===== config.mk =====
export PLATFORM = sky130hd
export DESIGN_NAME = nibble_sort_ctrl
export DESIGN_NICKNAME = d
export VERILOG_FILES = /design/src/rtl/nibble_sort_ctrl.sv
export SDC_FILE = /design/constraint.sdc
export NUM_CORES = 1
export LEC_CHECK = 0
export BUFFER_PORTS_ARGS = -buffer_cell sky130_fd_sc_hd__buf_2
export CAP_MARGIN = 5
export CORE_MARGIN = 1.5
export CORE_UTILIZATION = 65
export CTS_BUF_LIST = sky130_fd_sc_hd__clkbuf_8
export DETAILED_ROUTE_END_ITERATION = 16
export PLACE_DENSITY = 0.86
export SYNTH_ARGS = -nofsm -noshare
export SYNTH_HDL_FRONTEND = slang
export SYNTH_SLANG_ARGS = --single-unit
export TNS_END_PERCENT = 100

===== constraint.sdc =====
create_clock -name clk -period 8.6 [get_ports clk]
set_input_delay 0 -clock clk [delete_from_list [all_inputs] [get_ports clk]]
set_output_delay 0 -clock clk [all_outputs]
set_load 0.03 [all_outputs]

===== src/rtl/nibble_sort_ctrl.sv =====
// ----------------------------------------------------------------------------
// Module      : nibble_sort_ctrl
// Description : Bubble sort sequencer with early exit, one compare-and-swap
//               per clock through a single borrow-out magnitude comparator.
// Revision    : 1.0
// ----------------------------------------------------------------------------
`default_nettype none

module nibble_sort_ctrl #(
  parameter int N      = 4,
  parameter int W      = 4,
  parameter int SWAP_W = 8
) (
  input  logic              clk,
  input  logic              rst,
  input  logic              start,
  input  logic [N*W-1:0]    din,
  output logic              busy,
  output logic              done,
  output logic [N*W-1:0]    dout,
  output logic [SWAP_W-1:0] swaps
);

  localparam int IDX_W = (N > 2) ? $clog2(N) : 1;
  localparam logic [IDX_W-1:0] LAST_PASS = IDX_W'(N - 2);

  typedef enum logic [1:0] {
    IDLE = 2'd0,
    SORT = 2'd1,
    DONE = 2'd2
  } state_t;

  state_t                    state_q, state_d;
  logic [N-1:0][W-1:0]       elem_q, elem_d;
  logic [IDX_W-1:0]          idx_q, idx_d;
  logic [IDX_W-1:0]          pass_q, pass_d;
  logic                      flag_q, flag_d;
  logic [SWAP_W-1:0]         swap_cnt_q, swap_cnt_d;
  logic [N*W-1:0]            dout_q, dout_d;
  logic [SWAP_W-1:0]         swaps_q, swaps_d;

  logic [IDX_W-1:0]          idx_nxt;
  logic [W-1:0]              cmp_in1;
  logic [W-1:0]              cmp_in2;
  logic                      bout;

  assign idx_nxt = idx_q + IDX_W'(1);
  assign cmp_in1 = elem_q[idx_nxt];
  assign cmp_in2 = elem_q[idx_q];
  // Borrow-out of in1 - in2: strictly less-than, so equal values never swap.
  assign bout    = (cmp_in1 < cmp_in2);

  always_comb begin
    state_d    = state_q;
    elem_d     = elem_q;
    idx_d      = idx_q;
    pass_d     = pass_q;
    flag_d     = flag_q;
    swap_cnt_d = swap_cnt_q;
    dout_d     = dout_q;
    swaps_d    = swaps_q;

    case (state_q)
      IDLE, DONE: begin
        if (start) begin
          elem_d     = din;
          swap_cnt_d = '0;
          idx_d      = '0;
          pass_d     = '0;
          flag_d     = 1'b0;
          state_d    = SORT;
        end else begin
          state_d    = IDLE;
        end
      end

      SORT: begin
        if (bout) begin
          elem_d[idx_q]   = cmp_in1;
          elem_d[idx_nxt] = cmp_in2;
          flag_d          = 1'b1;
          if (swap_cnt_q != {SWAP_W{1'b1}}) begin
            swap_cnt_d = swap_cnt_q + SWAP_W'(1);
          end
        end

        if (idx_q == (LAST_PASS - pass_q)) begin
          // The swap from this final compare still counts toward the pass flag.
          if (!(flag_q || bout) || (pass_q == LAST_PASS)) begin
            state_d = DONE;
            dout_d  = elem_d;
            swaps_d = swap_cnt_d;
          end else begin
            pass_d  = pass_q + IDX_W'(1);
            idx_d   = '0;
            flag_d  = 1'b0;
          end
        end else begin
          idx_d = idx_nxt;
        end
      end

      default: state_d = IDLE;
    endcase
  end

  always_ff @(posedge clk) begin
    if (rst) begin
      state_q    <= IDLE;
      elem_q     <= '0;
      idx_q      <= '0;
      pass_q     <= '0;
      flag_q     <= 1'b0;
      swap_cnt_q <= '0;
      dout_q     <= '0;
      swaps_q    <= '0;
    end else begin
      state_q    <= state_d;
      elem_q     <= elem_d;
      idx_q      <= idx_d;
      pass_q     <= pass_d;
      flag_q     <= flag_d;
      swap_cnt_q <= swap_cnt_d;
      dout_q     <= dout_d;
      swaps_q    <= swaps_d;
    end
  end

  assign busy  = (state_q == SORT);
  assign done  = (state_q == DONE);
  assign dout  = dout_q;
  assign swaps = swaps_q;

endmodule

`default_nettype wire


* Word-level counts from Yosys, hierarchy flattened
Index checks and enable logic that the tools add are counted.
Storage, ports and cells: output and inout bits 26, input bits 19, logic and storage cells 76, register bits 55
Operators by class: muxes and demuxes 33, equal/unequal tests 10, add/subtract/negate cells 4, reductions and logical operators 13, $lt $le $gt $ge 5
Operator list (number):
- $bwmux W16 | 2
- $mux W16 | 2
- $pmux W16 S2 | 1
- $mux W8 | 3
- $bmux W4 S2 | 2
- $demux W4 S2 | 2
- $mux W4 | 4
- $pmux W8 S2 | 1
- $mux W2 | 7
- $pmux W2 S2 | 3
- $add A8 B1 Y8 const B | 1
- $ne A8 B8 Y1 const B | 1
- $lt A2 B3 Y1 const B | 2
- $reduce_and A3 Y1 | 2
- $mux W1 | 5
- $add A2 B1 Y2 const B | 2
- $eq A2 B2 Y1 const B | 2
- $ge A2 B1 Y1 const B | 2
- $lt A4 B4 Y1 | 1
- $ne A2 B1 Y1 const B | 2
- $ne A2 B2 Y1 const B | 2
- $reduce_and A2 Y1 | 2
- $reduce_and A4 Y1 | 1
- $ne A3 B3 Y1 const B | 1
- 10 further kinds | 12

* Logic depth before layout (Yosys ltp)
Gate-level depths: netlist of the first run.
word-level depth 10, mapped depth 16, gate-level depth less buffers 11

* Worst setup path before layout of the first run
OpenSTA, ideal clock, no wires.
kind reg2reg, start point register idx_q[0], end point register elem_q[0] (netlist bit), arrival 3.867 ns, setup slack 4.597 ns, library setup time 0.136 ns, cell stages (with the launch flop) 16, path buffers 4, required time 8.464 ns, clock period less this slack 4.003 ns, path through dfxtp_1 > buf_6 > clkbuf_1 > clkinv_1 > ha_1 > clkbuf_1 > mux2_2 > nor2_1 > a21oi_1 > ha_1 > a21o_1 > nor2_1 > clkbuf_1 > nand2_1 > a211oi_1 > o32ai_1
On the way: longest elaborated chain between the ends 8, elaborated cells on any way between the ends 20, classes of those cells 1 x add/sub; 5 x order compare; 12 x mux; 2 x reduce/logical
RTL lines:
- from (decl) | line 35 | logic [IDX_W-1:0] idx_q, idx_d;
- from (signal assigned) | line 120 | idx_q <= idx_d;
- $add A2 B1 Y2 (tied with other cells) | line 47 | assign idx_nxt = idx_q + IDX_W'(1);
- $lt A2 B3 Y1 (not written as such) (tied with other cells) | line 80 | elem_d[idx_nxt] = cmp_in2;
- $logic_and A1 B1 Y1 (not written as such) or $mux W4 (tied branches) | line 80, 79
- $mux W4 (not written as such) or $demux W4 S2 (tied branches) | line 80, 79
- $demux W4 S2 or $bwmux W16 (tied branches) | line 80, 79
- $bwmux W16 | line 80
- $mux W16 (*) | line 78 | if (bout) begin
- $pmux W16 S2 (*) | line 63 | case (state_q)
- to (signal assigned) | line 119 | elem_q <= elem_d;
- to (decl) | line 34 | logic [N-1:0][W-1:0] elem_q, elem_d;
Mark *: on every way between the ends. The rest lies on a longest branch, timed or not. The select of a mux whose other input is x is not followed. A chain may end at the register's enable or synchronous reset.

* Worst setup path in the final report of the first run
start point register idx_q[0], end point register swaps_q[3] (netlist: swaps[3])
On the way: longest elaborated chain between the ends 8, elaborated cells on any way between the ends 12, classes of those cells 1 x add/sub; 1 x order compare; 1 x eq/ne; 5 x mux; 4 x reduce/logical
RTL lines:
- $add A2 B1 Y2 | line 47
- $bmux W4 S2 | line 48 | assign cmp_in1 = elem_q[idx_nxt];
- $mux W4 (not written as such) | line 48
- $lt A4 B4 Y1 | line 51 | assign bout = (cmp_in1 < cmp_in2);
- $logic_or A1 B1 Y1 | line 89 | if (!(flag_q || bout) || (pass_q == LAST_PASS)) begin
- $logic_not A1 Y1 | line 89
- $logic_or A1 B1 Y1 | line 89
- $reduce_and A3 Y1 (no line)
- to (signal assigned) | line 125 | swaps_q <= swaps_d;
- to (decl) | line 40 | logic [SWAP_W-1:0] swaps_q, swaps_d;
Several ways; a longest one is shown, not always the timed one. The select of a mux whose other input is x is not followed.

==> flow_summary.toml, run 1 <==
[status]
status = "complete, no violations"

[synthesis]
yosys_warnings = 0
synth_edf_count = 0
synth_nets = 460
netlist_instances = 428
seq_area_frac_synth_pct = 31.7
synth_seq_cells = 55
yosysUniqueCellTypes = 60
synth_ff_type = "dfxtp_1"
post_synth.cell_area_avg_um2 = 8.10
synthArstFlopShare_pct = 0
syn_area_um2 = 3470

[grt]
grt_pass1_wl_um = 16600
grt-ovfl-total = 0
antenna_found_initial = 0
first_global_vias = 3477
grt_max_degree = 38
use_met3_pct = 6.23
grt_use_met1_pct = 47.9
grt_use_total_pct = 35.2
use_met2_pct = 55.3
top_usage_layer = "met2"

[clocking]
clk_pin_slew_ps = 110
h-tree-depth = 2
cts-root-buf = "clkbuf_8"
tritoncts = "built"
clk_latency_ps = 320
cts-buffers-inserted = 5
clockBufferDepth = 2
cts.sinks = 55

[timing]
slew_viol_final = 0
hold_viol = 0
slew_headroom_pct = 30.9
fmaxAchievable_mhz = 215
setup_viol = 0
final.setup.tns_ps = 0
worstMarginPinSlew_ps = 1030
fin_crit_ps = 4660
period_share_pct = 54.2
rsz0062_at_grt = "no"
holdWs_ps = 14.0
skew_ps = 12.2

[placed_design]
portBuffers = 44
dpl.hpwl_um = 7120
place_congestion = 0.943

[power_and_ir_drop]
pwr-share-comb_pct = 42.8
p_sw_uw = 324
switching_share_pct = 42.2
pwr-share-seq_pct = 37.2
power.leakage_uw = 0.00156
clock_power_share_pct = 20.0
vdd_ir_drop_max_v = 0.000130
power_density_nw_per_um2 = 203
p_int_uw = 445
p_total_uw = 769

[route]
drtAntennaViolNets = 0
wl_per_cell_um = 19.4
firstDrtPassIters = 6
routed-via-count = 3720
drc = 0
drt_iter0_markers = 371
wl_um = 10300
vias_per_cell = 7.05

[floorplanning]
ios = 45
core_region_area_um2 = 5140
chipHeight_um = 76.0
start_util_pct = 67.5
die-area_um2 = 5780
rows = 26
fp.dieW_um = 76.0

[finish]
area_growth_pct = 9.42
diodes = 0
final_common_cell = "dfxtp_1"
final_util_pct = 73.8
drive_gt1_share_pct = 15.9
layout.nets = 489
layout.cells.most_common_list = "55 x dfxtp_1, 50 x nand2_1, 44 x buf_2"

[setup_path]
r2r_slack_ps = 3940
cp_common_cell = "ha_1"
crit_slowest_cell = "nor3b_2"
r2r_cells = 12
max_stage_delay_ps = 750
critPathRequiredTime_ps = 8840
worst-endpoint-arrival_ps = 4900
regToRegEndpoint = "swaps[3]"
crit_type = "reg2reg"
endpoint_kind = "register"
regToRegStartpoint = "idx_q[0]"
start_kind = "register"
critPathMaxFanout = 20
worstPathCellList = "buf_4 -> clkinv_1 -> ha_1 -> mux2_2 -> inv_1 -> a21oi_1 -> ha_1 -> a211o_1 -> nor3b_2 -> nor2_2 -> or3_1 -> a31oi_1"

[hold_path]
hp-class = "in2reg"
worstHoldStart = "din[2]"
min_to = "elem_q[2]"
hold_depth = 5

[job]
drv_cap = 0
cells in the mapped netlist (6+ instances only):
| cell | instances | share of area [%] |
|---|---|---|
| a211oi_1 | 7 | 1.5 |
| a21oi_1 | 33 | 4.8 |
| a222oi_1 | 10 | 2.9 |
| a22oi_1 | 7 | 1.5 |
| a2bb2oi_1 | 9 | 2.3 |
| a31oi_1 | 7 | 1.3 |
| clkbuf_1 | 23 | 2.5 |
| dfxtp_1 | 55 | 32 |
| ha_1 | 13 | 4.7 |
| inv_1 | 18 | 1.9 |
| mux2_2 | 6 | 1.9 |
| nand2_1 | 50 | 5.4 |
| nand2b_1 | 8 | 1.4 |
| nand3_1 | 23 | 3.3 |
| nor2_1 | 21 | 2.3 |
| nor3_1 | 8 | 1.2 |
| o211ai_1 | 7 | 1.5 |
| o21ai_0 | 22 | 3.2 |
| o22ai_1 | 12 | 2.2 |
| or3_1 | 7 | 1.3 |
cell type report:
type,instances,area (um^2)
multi-input combinational,325,2170
fill,421,1350
sequential,55,1100
timing repair buffer,50,270
tap,70,87.6
inverter,20,75.1
clock buffer,5,68.8
clock inverter,3,22.5
stage by stage:
| stage | cell area (um^2) | cells | setup WS [ps] |
|---|---|---|---|
| floorplan | 3470 | 428 | 4600 |
| detailed placement | 3680 | 518 | 4140 |
| global route | 3790 | 528 | 3750 |
| finish | 3790 | 528 | 3940 |
| CTS | 3790 | 528 | 4070 |
| global placement | 3680 | 518 | 4300 |
how the worst max path moves through the flow:
stage	from	endpoint
6_report	idx_q[0]	swaps[3]
5_1_grt	idx_q[0]	swaps[5]
4_1_cts	idx_q[0]	swaps[3]
3_5_place_dp	idx_q[0]	swaps[3]
3_3_place_gp	idx_q[0]	swaps[3]
2_1_floorplan	idx_q[0]	elem_q[0]
worst max-delay path, delay by kind of cell (launching register included):
family,cells,cell delay [ps]
buffers and inverters,3,670
and+or+nand+nor,3,1500
muxes,1,420
DFF,1,330
AOI/OAI and AO/OA,3,650
adders and majority gates,2,1010
layer usage:
layer	part of all wire, %	vias up
li1	-	1683
met1	42	1722
met2	44	275
met3	11	40
met4	3.0	0
met5	0	-
cell families after synthesis:
family / after synthesis / synth area share, %
compound gates: 146 / 29.5
xor+xnor: 3 / 0.758
fa+ha+maj: 13 / 4.69
buf+inv: 48 / 5.70
flops: 55 / 31.7
mux: 14 / 6.06
simple gates: 149 / 21.5
timing repair:
item | CTS | global route
buffers inserted | 0 | 0
hold buffers | 2 | 0
gates resized for setup | 0 | 0
endpoints found under the hold margin | 2 | 0
power groups by stage:
stage          Sequential, uW  Combinational [uW]  Clock, uW
5_1_grt                   287                 352        162
3_3_place_gp              290                 308          0
2_1_floorplan             288                 245          0
4_1_cts                   285                 318        155
6_report                  286                 329        154
3_5_place_dp              291                 316          0
flip-flops by register name, summed over array words and instances (netlist names):
name        flops
elem_q         16
flag_q          1
state_q         2
swap_cnt_q      8
idx_q           2
swaps           8
dout           16
pass_q          2
(Power assumes the default switching activity.)
==> run 2: changes to the inputs <==
--- a/config.mk
+++ b/config.mk
@@ -8,10 +8,10 @@
 export BUFFER_PORTS_ARGS = -buffer_cell sky130_fd_sc_hd__buf_2
 export CAP_MARGIN = 5
 export CORE_MARGIN = 1.5
-export CORE_UTILIZATION = 65
+export CORE_UTILIZATION = 60
 export CTS_BUF_LIST = sky130_fd_sc_hd__clkbuf_8
 export DETAILED_ROUTE_END_ITERATION = 16
-export PLACE_DENSITY = 0.86
+export PLACE_DENSITY = 0.8
 export SYNTH_ARGS = -nofsm -noshare
 export SYNTH_HDL_FRONTEND = slang
 export SYNTH_SLANG_ARGS = --single-unit
==> constraint.sdc (replaced) <==
create_clock -name clk -period 4.6 [get_ports clk]
set_input_delay 0 -clock clk [delete_from_list [all_inputs] [get_ports clk]]
set_output_delay 0 -clock clk [all_outputs]
set_load 0.03 [all_outputs]
==> run 2 against run 1 <==
Global-route usage shrank 2.6 points. Largest cell class unchanged. Critical endpoint is now elem_q[0]. Highest routed layer unchanged. Register-to-register slack lost 3200 ps. Cell count is 0.95% higher. Die area increased by 8.0%. Via count fell by 3.5%.
==> flow_summary.toml, run 2 (synthesis results as in run 1) <==
[placed_design]
portBuffers = 44
dp_cells = 524
placed_cell_area_um2 = 3720
place_congestion = 1.03
dpl.hpwl_um = 7230

[route]
wl_per_cell_um = 18.8
drtAntennaViolNets = 0
wl_um = 10000
vias_per_cell = 6.74
drc = 0
drt_iter0_markers = 558
routed-via-count = 3591
firstDrtPassIters = 8

[grt]
grt-ovfl-total = 0
grt_use_total_pct = 32.6
grt_pass1_wl_um = 16000
first_global_vias = 3138
antenna_found_initial = 0
grt_max_degree = 43

[timing]
slew_viol_final = 0
rsz0062_at_grt = "no"
skew_ps = 5.39
hold_viol = 0
fmaxAchievable_mhz = 257
worstMarginPinSlew_ps = 861
final.setup.tns_ps = 0
slew_headroom_pct = 42.5
fin_crit_ps = 3890
period_share_pct = 84.5
setup_viol = 0

[floorplanning]
start_util_pct = 62.6
fp.dieW_um = 79.0
ios = 45
chipHeight_um = 79.0
die-area_um2 = 6250
rows = 27
core_region_area_um2 = 5540

[finish]
drive_gt1_share_pct = 16.7
layout.nets = 492
nFillCells = 474
final_common_cell = "dfxtp_1"
fin_cells = 533
area_growth_pct = 10.9
diodes = 0
final_area_um2 = 3850
final_util_pct = 69.4
layout.cells.most_common_list = "55 x dfxtp_1, 50 x nand2_1, 44 x buf_2"

[setup_path]
crit_buf_inv = 2
endpoint_kind = "register"
worstPathCellList = "inv_1 -> ha_1 -> mux2_2 -> nor2_1 -> a21oi_1 -> ha_1 -> a21o_1 -> nor2_1 -> buf_4 -> nand2_1 -> a211oi_1 -> o32ai_1"
max_stage_delay_ps = 590
start_kind = "register"
critPathRequiredTime_ps = 4790
crit_type = "reg2reg"
crit_slowest_cell = "dfxtp_1"
worst-endpoint-arrival_ps = 4070
cp_top_family = "adder cells"
critPathMaxFanout = 10

[status]
status = "complete, no violations"

[power_and_ir_drop]
power.leakage_uw = 0.00159
vdd_ir_drop_max_v = 0.000261
power_density_nw_per_um2 = 391
p_total_uw = 1500

[clocking]
h-tree-depth = 2
clockBufferDepth = 2
clk_pin_slew_ps = 100
tritoncts = "built"
cts-root-buf = "clkbuf_8"
clk_latency_ps = 310
cts-buffers-inserted = 5
ctsResizeCount = 0
cts.sinks = 55

[hold_path]
hp-class = "in2reg"

[job]
drv_cap = 0
run 2: cell types whose count changed in the layout (fill, tap and decap cells not counted):
cell and delta:
buf_4 +4, bufinv_16 +1, clkbuf_8 +1, clkinv_2 -1, dlygate4sd3_1 -1, inv_6 -1
run 2: per-stage QoR:
step / hold slack (ps) / setup slack (ps)
floorplan: 197 / 597
global placement: 293 / 945
detailed placement: 307 / 802
CTS: 8.61 / 769
global route: 17.6 / 501
finish: 9.89 / 713
run 2: timing repair:
action,4_1_cts,5_1_grt
hold buffers,1,0
buffers inserted,0,0
hold endpoints to repair,1,0
run 2: path summary, 6_finish.rpt:
path	from	to	slack, ps	cells after the start
setup reg to reg	idx_q[1]	elem_q[0]	710	12
hold / removal	din[8]	elem_q[8]	10	3
setup / recovery	idx_q[1]	elem_q[0]	710	12
hold reg to reg	dout[3]	dout[3]	480	2
run 2: tightest hold or removal path: stages:
cell,delay (ps)
buf_2,70
a22oi_1,80
o32ai_1,130
run 2: final cells by class:
cell class	instances	area (um^2)	share of cell area [%]
multi-input combinational	325	2170	56.4
sequential	55	1100	28.6
timing repair buffer	53	290	7.54
tap	72	90.1	2.34
clock buffer	6	82.6	2.15
inverter	20	75.1	1.95
clock inverter	2	38.8	1.01
run 2: power breakdown:
part | total, uW | internal, uW | switching, uW
clock | 350 | 180 | 170
sequential | 536 | 503 | 33.1
combinational | 617 | 229 | 389
total | 1500 | 911 | 592
run 2: routing by layer:
| layer | global-route usage [%] | vias up | share of wire, % |
|---|---|---|---|
| met5 | 0 | - | 0 |
| met4 | 7.02 | 0 | 1.3 |
| met3 | 4.94 | 14 | 10 |
| met2 | 47.8 | 214 | 43 |
| met1 | 50.3 | 1675 | 45 |
| li1 | - | 1688 | - |
